--- src/rtl/aes_pkg.sv ---
// Shared definitions for the AES-128 key schedule controller.
//   NR        : number of AES-128 rounds (round keys 0..NR are stored)
//   state_e   : controller FSM states
//   RconPoly  : GF(2^8) reduction constant used when doubling rcon
//   xtime()   : multiply a byte by x in GF(2^8)
package aes_pkg;

  localparam int unsigned NR       = 10;
  localparam int unsigned NumRk    = NR + 1;
  localparam logic [3:0]  LastRnd  = 4'(NR);
  localparam logic [7:0]  RconInit = 8'h01;
  localparam logic [7:0]  RconPoly = 8'h1b;

  typedef enum logic [1:0] {
    StIdle,
    StIssue,
    StCapture,
    StDone
  } state_e;

  function automatic logic [7:0] xtime(input logic [7:0] b);
    return {b[6:0], 1'b0} ^ (b[7] ? RconPoly : 8'h00);
  endfunction

endpackage

--- src/rtl/aes_rk_store.sv ---
// Round-key register file: 11 x 128-bit entries, one write port, one registered read port.
//   clk, rst_n : clock and asynchronous active-low reset (read register only)
//   wr_en      : write rk[wr_idx] <= wr_data at the rising edge
//   wr_idx     : write index, 0..10
//   wr_data    : round key to store
//   rd_idx     : read index; values above 10 read as zero
//   rd_key     : registered read data, 1-cycle latency
module aes_rk_store
  import aes_pkg::*;
(
  input  logic         clk,
  input  logic         rst_n,
  input  logic         wr_en,
  input  logic [3:0]   wr_idx,
  input  logic [127:0] wr_data,
  input  logic [3:0]   rd_idx,
  output logic [127:0] rd_key
);

  // Storage is deliberately left without reset; keys_valid qualifies its contents.
  logic [127:0] rk_q [NumRk];

  always_ff @(posedge clk) begin
    if (wr_en) begin
      rk_q[wr_idx] <= wr_data;
    end
  end

  always_ff @(posedge clk or negedge rst_n) begin
    if (!rst_n) begin
      rd_key <= '0;
    end else if (rd_idx <= LastRnd) begin
      rd_key <= rk_q[rd_idx];
    end else begin
      rd_key <= '0;
    end
  end

endmodule

--- src/rtl/aes_key_sched_ctrl.sv ---
// AES-128 key schedule controller. Sequences an external combinational round-key expander
// through rounds 1..10, storing every round key in aes_rk_store.
//   clk, rst_n         : clock and asynchronous active-low reset
//   start, key_in      : expansion request and cipher key (sampled when start is accepted)
//   busy, done         : run in progress / one-cycle completion pulse
//   keys_valid         : round keys 0..10 are complete and coherent
//   exp_in, exp_rcon   : registered word set and round constant to the expander
//   exp_out            : expander result, valid one cycle after exp_in/exp_rcon change
//   rd_idx, rd_key     : round-key read port, 1-cycle latency, zero above index 10
module aes_key_sched_ctrl
  import aes_pkg::*;
(
  input  logic         clk,
  input  logic         rst_n,
  input  logic         start,
  input  logic [127:0] key_in,
  output logic         busy,
  output logic         done,
  output logic         keys_valid,
  output logic [127:0] exp_in,
  output logic [7:0]   exp_rcon,
  input  logic [127:0] exp_out,
  input  logic [3:0]   rd_idx,
  output logic [127:0] rd_key
);

  state_e       state;
  logic [3:0]   rnd;
  logic [7:0]   rcon;

  logic         rk_wr_en;
  logic [3:0]   rk_wr_idx;
  logic [127:0] rk_wr_data;

  // exp_in doubles as the working word set: it is only reloaded when a new round is issued,
  // so it holds its last value through DONE and IDLE.
  always_ff @(posedge clk or negedge rst_n) begin
    if (!rst_n) begin
      state      <= StIdle;
      busy       <= 1'b0;
      done       <= 1'b0;
      keys_valid <= 1'b0;
      rnd        <= '0;
      rcon       <= RconInit;
      exp_in     <= '0;
      exp_rcon   <= '0;
    end else begin
      done <= 1'b0;
      unique case (state)
        StIdle: begin
          if (start) begin
            state      <= StIssue;
            busy       <= 1'b1;
            keys_valid <= 1'b0;
            rnd        <= 4'd1;
            rcon       <= RconInit;
            exp_in     <= key_in;
            exp_rcon   <= RconInit;
          end
        end
        StIssue: begin
          state <= StCapture;
        end
        StCapture: begin
          rcon <= xtime(rcon);
          if (rnd == LastRnd) begin
            state      <= StDone;
            done       <= 1'b1;
            keys_valid <= 1'b1;
          end else begin
            state    <= StIssue;
            rnd      <= rnd + 4'd1;
            exp_in   <= exp_out;
            exp_rcon <= xtime(rcon);
          end
        end
        StDone: begin
          state <= StIdle;
          busy  <= 1'b0;
        end
        default: begin
          state <= StIdle;
        end
      endcase
    end
  end

  // rk[0] is written with the accepted key; rk[rnd] with the expander result in CAPTURE.
  always_comb begin
    rk_wr_en   = 1'b0;
    rk_wr_idx  = '0;
    rk_wr_data = exp_out;
    if (state == StIdle && start) begin
      rk_wr_en   = 1'b1;
      rk_wr_idx  = '0;
      rk_wr_data = key_in;
    end else if (state == StCapture) begin
      rk_wr_en   = 1'b1;
      rk_wr_idx  = rnd;
      rk_wr_data = exp_out;
    end
  end

  aes_rk_store u_rk_store (
    .clk     (clk),
    .rst_n   (rst_n),
    .wr_en   (rk_wr_en),
    .wr_idx  (rk_wr_idx),
    .wr_data (rk_wr_data),
    .rd_idx  (rd_idx),
    .rd_key  (rd_key)
  );

endmodule

--- config.mk ---
export PLATFORM = sky130hd
export DESIGN_NAME = aes_key_sched_ctrl
export DESIGN_NICKNAME = d
export VERILOG_FILES = /design/src/rtl/aes_pkg.sv /design/src/rtl/aes_rk_store.sv /design/src/rtl/aes_key_sched_ctrl.sv
export SDC_FILE = /design/constraint.sdc
export NUM_CORES = 2
export LEC_CHECK = 0
export CAP_MARGIN = 20
export CORE_UTILIZATION = 30
export CTS_BUF_LIST = sky130_fd_sc_hd__clkbuf_16
export DETAILED_ROUTE_END_ITERATION = 10
export GPL_TIMING_DRIVEN = 0
export SLEW_MARGIN = 20
export SYNTH_ARGS = -nofsm -noshare
export SYNTH_HDL_FRONTEND = slang
export SYNTH_SLANG_ARGS = --single-unit
--- constraint.sdc ---
create_clock -name clk -period 42.2 [get_ports clk]
set_input_delay 8.44 -clock clk [delete_from_list [all_inputs] [get_ports clk]]
set_output_delay 8.44 -clock clk [all_outputs]
set_load 0.02 [all_outputs]
==> flow_summary.html <==
<table>
<tr><th>Metric</th><th>Value</th></tr>
<tr><th colspan="2">Power and ir drop</th></tr>
<tr><td>Worst vdd rail ir drop</td><td>between 0.04 and 0.05 mV</td></tr>
<tr><td>Power density relative to cell area</td><td>about 57 nW/um^2</td></tr>
<tr><td>Static Leak</td><td>just under 30 nW</td></tr>
<tr><td>Total Power Consumption</td><td>between 4 and 5 mW</td></tr>
<tr><th colspan="2">Layout</th></tr>
<tr><td>Cell area after layout</td><td>between 80,000 and 90,000 um^2</td></tr>
<tr><td>Non-filler cells in the finished layout</td><td>7,694</td></tr>
<tr><td>P&amp;R area growth vs syn</td><td>25.34%</td></tr>
<tr><td>Post-layout nets</td><td>roughly 4,800</td></tr>
<tr><td>Final-layout fill cell count</td><td>a little over 20,000</td></tr>
<tr><td>Post-route core utilization</td><td>a little under two fifths</td></tr>
<tr><td>Fraction of layout instances using a drive strength above 1</td><td>between 20% and 30%</td></tr>
<tr><th colspan="2">Worst setup path</th></tr>
<tr><td>Type of the worst setup path</td><td>primary input to flop</td></tr>
<tr><td>Worst Setup End Kind</td><td>flop</td></tr>
<tr><td>Cell repeated most along the worst path</td><td>buf_8</td></tr>
<tr><td>Startpoint Class</td><td>primary input</td></tr>
<tr><td>Number of buffer and inverter instances along the worst setup path</td><td>10</td></tr>
<tr><td>Critical Path, Cell by Cell</td><td>clkdlybuf4s50_1, or3b_2, clkbuf_2, clkbuf_1, o31ai_4, buf_6, buf_8, buf_8, buf_8, buf_6, buf_6, buf_8</td></tr>
<tr><td>Critical Path AT</td><td>about 12 ns</td></tr>
<tr><td>Reg-to-reg startpoint</td><td>state[1]</td></tr>
<tr><td>Worst path slowest cell</td><td>clkdlybuf4s50_1</td></tr>
<tr><td>Highest cell delay on the worst timing path</td><td>0.54 ns</td></tr>
<tr><td>Crit path from</td><td>start</td></tr>
<tr><td>Family with the most delay on the worst path</td><td>buffers and inverters</td></tr>
<tr><td>Count of cells along the worst register-to-register path</td><td>16</td></tr>
<tr><td>Data required, critical path</td><td>roughly 43 ns</td></tr>
<tr><td>Setup slack of the most critical reg-to-reg path</td><td>between 30 and 40 ns</td></tr>
<tr><td>Biggest fanout along the worst timing path</td><td>11</td></tr>
<tr><td>Endpoint of the worst-slack reg-to-reg timing path</td><td>u_rk_store.rk_q[10][67]</td></tr>
<tr><th colspan="2">STA</th></tr>
<tr><td>Worst relative slew slack</td><td>between 30% and 40%</td></tr>
<tr><td>Unrepaired setup endpoints after global routing</td><td>false</td></tr>
<tr><td>Time the final worst path needs with I/O delays and setup</td><td>~11 ns</td></tr>
<tr><td>WHS</td><td>approximately 0.48 ns</td></tr>
<tr><td>Worst setup margin</td><td>31.05 ns</td></tr>
<tr><td>Final number of setup-violating endpoints</td><td>0</td></tr>
<tr><td>Final hold viol count</td><td>0</td></tr>
<tr><td>Max Transition Viols Final</td><td>0</td></tr>
<tr><td>Slew at the pin closest to its max-slew limit</td><td>around 0.94 ns</td></tr>
<tr><td>Skew final</td><td>roughly 0.043 ns</td></tr>
<tr><td>Ratio of final minimum period to clock period</td><td>about a quarter</td></tr>
<tr><td>Peak Freq</td><td>around 90 MHz</td></tr>
<tr><td>Post-Route Setup TNS</td><td>0 ns</td></tr>
<tr><th colspan="2">Clocking</th></tr>
<tr><td>Number of buffers inserted to repair setup after CTS</td><td>0</td></tr>
<tr><td>Later-pin clock latency in the skew report</td><td>roughly 0.85 ns</td></tr>
<tr><td>Clock-pin slew reported for the worst setup and hold paths after clock tree synthesis</td><td>roughly 0.060 ns</td></tr>
<tr><td>Bufs on Longest Clock Path</td><td>3</td></tr>
<tr><td>Post-cts repair resize count</td><td>0</td></tr>
<tr><td>CTS buffer count</td><td>~180</td></tr>
<tr><td>Number of buffers inserted by hold repair at cts</td><td>0</td></tr>
<tr><td>CTS Root Buffer Type</td><td>clkbuf_16</td></tr>
<tr><td>Sink count of the clock tree</td><td>~1,700</td></tr>
<tr><td>CTS tree</td><td>yes</td></tr>
<tr><td>Total number of H-tree levels</td><td>4</td></tr>
<tr><th colspan="2">Global routing</th></tr>
<tr><td>Wire length of the first global-routing pass</td><td>274,500 um</td></tr>
<tr><td>Remaining Overflow, GRT</td><td>0</td></tr>
<tr><td>Largest net degree at the start of global routing</td><td>83</td></tr>
<tr><td>Antenna violations before repair</td><td>26</td></tr>
<tr><td>Vias in the first global route</td><td>just under 40,000</td></tr>
<tr><td>GR Util All Layers</td><td>16.57%</td></tr>
<tr><th colspan="2">Hold path</th></tr>
<tr><td>Endpoint, Worst Hold</td><td>exp_in[85]</td></tr>
<tr><td>Startpoint of the most critical hold path</td><td>exp_in[85]</td></tr>
<tr><td>Number of cells traversed by the worst hold path</td><td>1</td></tr>
<tr><td>Kind of path behind the tightest hold check</td><td>flop to flop</td></tr>
<tr><th colspan="2">Floorplanning</th></tr>
<tr><td>Top-level port count</td><td>530</td></tr>
<tr><td>Placement Rows</td><td>173</td></tr>
<tr><td>Initial cell density of the core</td><td>a little under a third</td></tr>
<tr><td>Die X-Extent</td><td>~480 um</td></tr>
<tr><td>Die outline area</td><td>between 200,000 and 250,000 um^2</td></tr>
<tr><td>Area of the core</td><td>around 220,000 um^2</td></tr>
<tr><td>Die outline height</td><td>approximately 480 um</td></tr>
<tr><th colspan="2">Yosys</th></tr>
<tr><td>Synth Cell Area</td><td>~68,000 um^2</td></tr>
<tr><td>Flip-flop and latch count after synthesis</td><td>~1,700</td></tr>
<tr><td>Sequential area share after synthesis</td><td>between 70% and 80%</td></tr>
<tr><td>Count leader, synth</td><td>edfxtp_1</td></tr>
<tr><td>Synth area leaders</td><td>edfxtp_1 63%, dfrtp_1 10%, mux2_2 8.1%</td></tr>
<tr><td>Async set or reset register ratio after synthesis</td><td>roughly 17%</td></tr>
<tr><td>Most used flip-flop cell after synthesis</td><td>edfxtp_1</td></tr>
<tr><td>Area fraction of the dominant cell type after synthesis</td><td>a little over three fifths</td></tr>
<tr><td>Synthesized net count</td><td>between 3,000 and 4,000</td></tr>
<tr><td>Number of warnings issued by yosys</td><td>0</td></tr>
<tr><td>Top post-synthesis cells by count</td><td>1,408 x edfxtp_1, 487 x mux2_2, 398 x nand2_1</td></tr>
<tr><td>Mapped Cells</td><td>3,672</td></tr>
<tr><td>Post-synthesis cell type with the largest combined area</td><td>edfxtp_1</td></tr>
<tr><td>Number of enable-type register cells in the synthesized netlist</td><td>1,408</td></tr>
<tr><td>Average cell area after synthesis</td><td>~18 um^2</td></tr>
<tr><td>Post-synth cell types</td><td>48</td></tr>
<tr><th colspan="2">Detailed routing</th></tr>
<tr><td># DRC</td><td>0</td></tr>
<tr><td>Detail-routed via count per cell</td><td>4.798</td></tr>
<tr><td>Final wirelength</td><td>between 150,000 and 200,000 um</td></tr>
<tr><td>Initial detailed-routing violation count</td><td>slightly above 3,000</td></tr>
<tr><td>Antenna violation net count after detailed routing</td><td>0</td></tr>
<tr><td>Routed len/inst</td><td>24.86 um</td></tr>
<tr><td>Number of vias in the routed layout</td><td>36,914</td></tr>
<tr><td>First-pass DRT Iterations</td><td>5</td></tr>
<tr><th colspan="2">Run</th></tr>
<tr><td>Reported max-cap violation count</td><td>0</td></tr>
<tr><th colspan="2">Placed design</th></tr>
<tr><td>Placed cell areas</td><td>approximately 79,000 um^2</td></tr>
<tr><td>Final weighted congestion of routability-driven global placement</td><td>~0.74</td></tr>
<tr><td>Place WS</td><td>~30 ns</td></tr>
<tr><td>Post-detailed-placement half-perimeter wirelength</td><td>131,000 um</td></tr>
<tr><td>Port buffer count</td><td>527</td></tr>
<tr><td>Placed cell count</td><td>7,341</td></tr>
<tr><th colspan="2">Status</th></tr>
<tr><td>Status</td><td>finished clean</td></tr>
</table>
-- cell families after synthesis --
| family | after synthesis | synth area share, % |
|---|---|---|
| simple gates | 562 | 3.695 |
| xor+xnor | 3 | 0.03892 |
| mux | 899 | 17.33 |
| compound gates | 281 | 3.858 |
| buf+inv | 236 | 2.009 |
| flops | 1689 | 73.03 |
| fa+ha+maj | 2 | 0.03705 |
-- report_power, final --
part | switching [mW] | total [mW] | internal [mW]
combinational | 0.667 | 1.11 | 0.444
clock | 0.689 | 1.58 | 0.894
sequential | 0.0595 | 2.16 | 2.10
-- worst reg2reg max path: stages (launching register included) --
cell	delay, ns
dfrtp_1	0.34
buf_6	0.14
nor2b_1	0.12
buf_2	0.62
buf_6	0.35
buf_6	0.21
nand2_1	0.13
nor4b_2	0.71
buf_4	0.30
buf_2	0.24
buf_2	0.25
buf_2	0.24
buf_2	0.23
buf_2	0.23
buf_2	0.22
buf_2	0.22
buf_2	0.23
-- worst max-delay path by stage --
| stage | end | slack (ns) | cells past startpoint |
|---|---|---|---|
| 3_3_place_gp | u_rk_store.rk_q[10][61] | 10.59 | 7 |
| 6_report | u_rk_store.rk_q[0][62] | 31.05 | 12 |
| 4_1_cts | u_rk_store.rk_q[0][65] | 31.07 | 12 |
| 5_1_grt | u_rk_store.rk_q[0][65] | 30.95 | 12 |
| 3_5_place_dp | u_rk_store.rk_q[0][60] | 30.19 | 12 |
| 2_1_floorplan | u_rk_store.rk_q[10][0] | 27.08 | 7 |
-- cells in the final DEF (no fill, tap or decap), types with 6 or more instances in the layout --
cell             instances
mux2i_1                128
bufinv_16               16
mux4_2                 128
diode_2                 11
clkinvlp_4               8
clkdlybuf4s50_1        526
mux2_1                  76
clkbuf_16              183
nand2b_1               101
clkinv_16                6
inv_6                    6
o32ai_1                 31
clkinv_1                46
a221oi_1               153
nand2_1                398
clkbuf_1                78
clkinv_2                26
inv_1                   44
mux2_2                 487
buf_4                   90
buf_8                    6
o22ai_1                 31
buf_12                  32
edfxtp_1              1408
mux2_4                  80
nor2_4                   6
buf_2                  117
buf_6                   43
dfrtp_1                280
nor2b_1                 34
a21o_1                   6
buf_16                  20
a221oi_2                41
-- routing by layer --
layer / part of all wire (%) / track usage (%)
met1: 43 / 22.39
met2: 47 / 26.71
met3: 7.0 / 3.822
met4: 2.3 / 4.302
met5: 0.0068 / 0
-- final cells by class --
class / count / area, um^2 / share of cell area [%]
multi-input cells: 1747 / 16950 / 20.02
well taps: 2975 / 3722 / 4.398
clock buffers: 183 / 4579 / 5.411
clock inverters: 159 / 1375 / 1.625
plain buffers: 232 / 1349 / 1.594
diodes: 11 / 27.53 / 0.03252
inverters: 4 / 15.01 / 0.01774
flip-flops and latches: 1689 / 49310 / 58.26
repair buffers: 694 / 7312 / 8.639
-- flip-flops by register name (all words and copies together) (netlist names), 2 cells and up --
signal and cells:
rnd 4, rcon 8, u_rk_store.rk_q 1408, state 2, u_rk_store.rd_key 128, exp_in 128
exp_rcon 8
(Power assumes the default switching activity.)
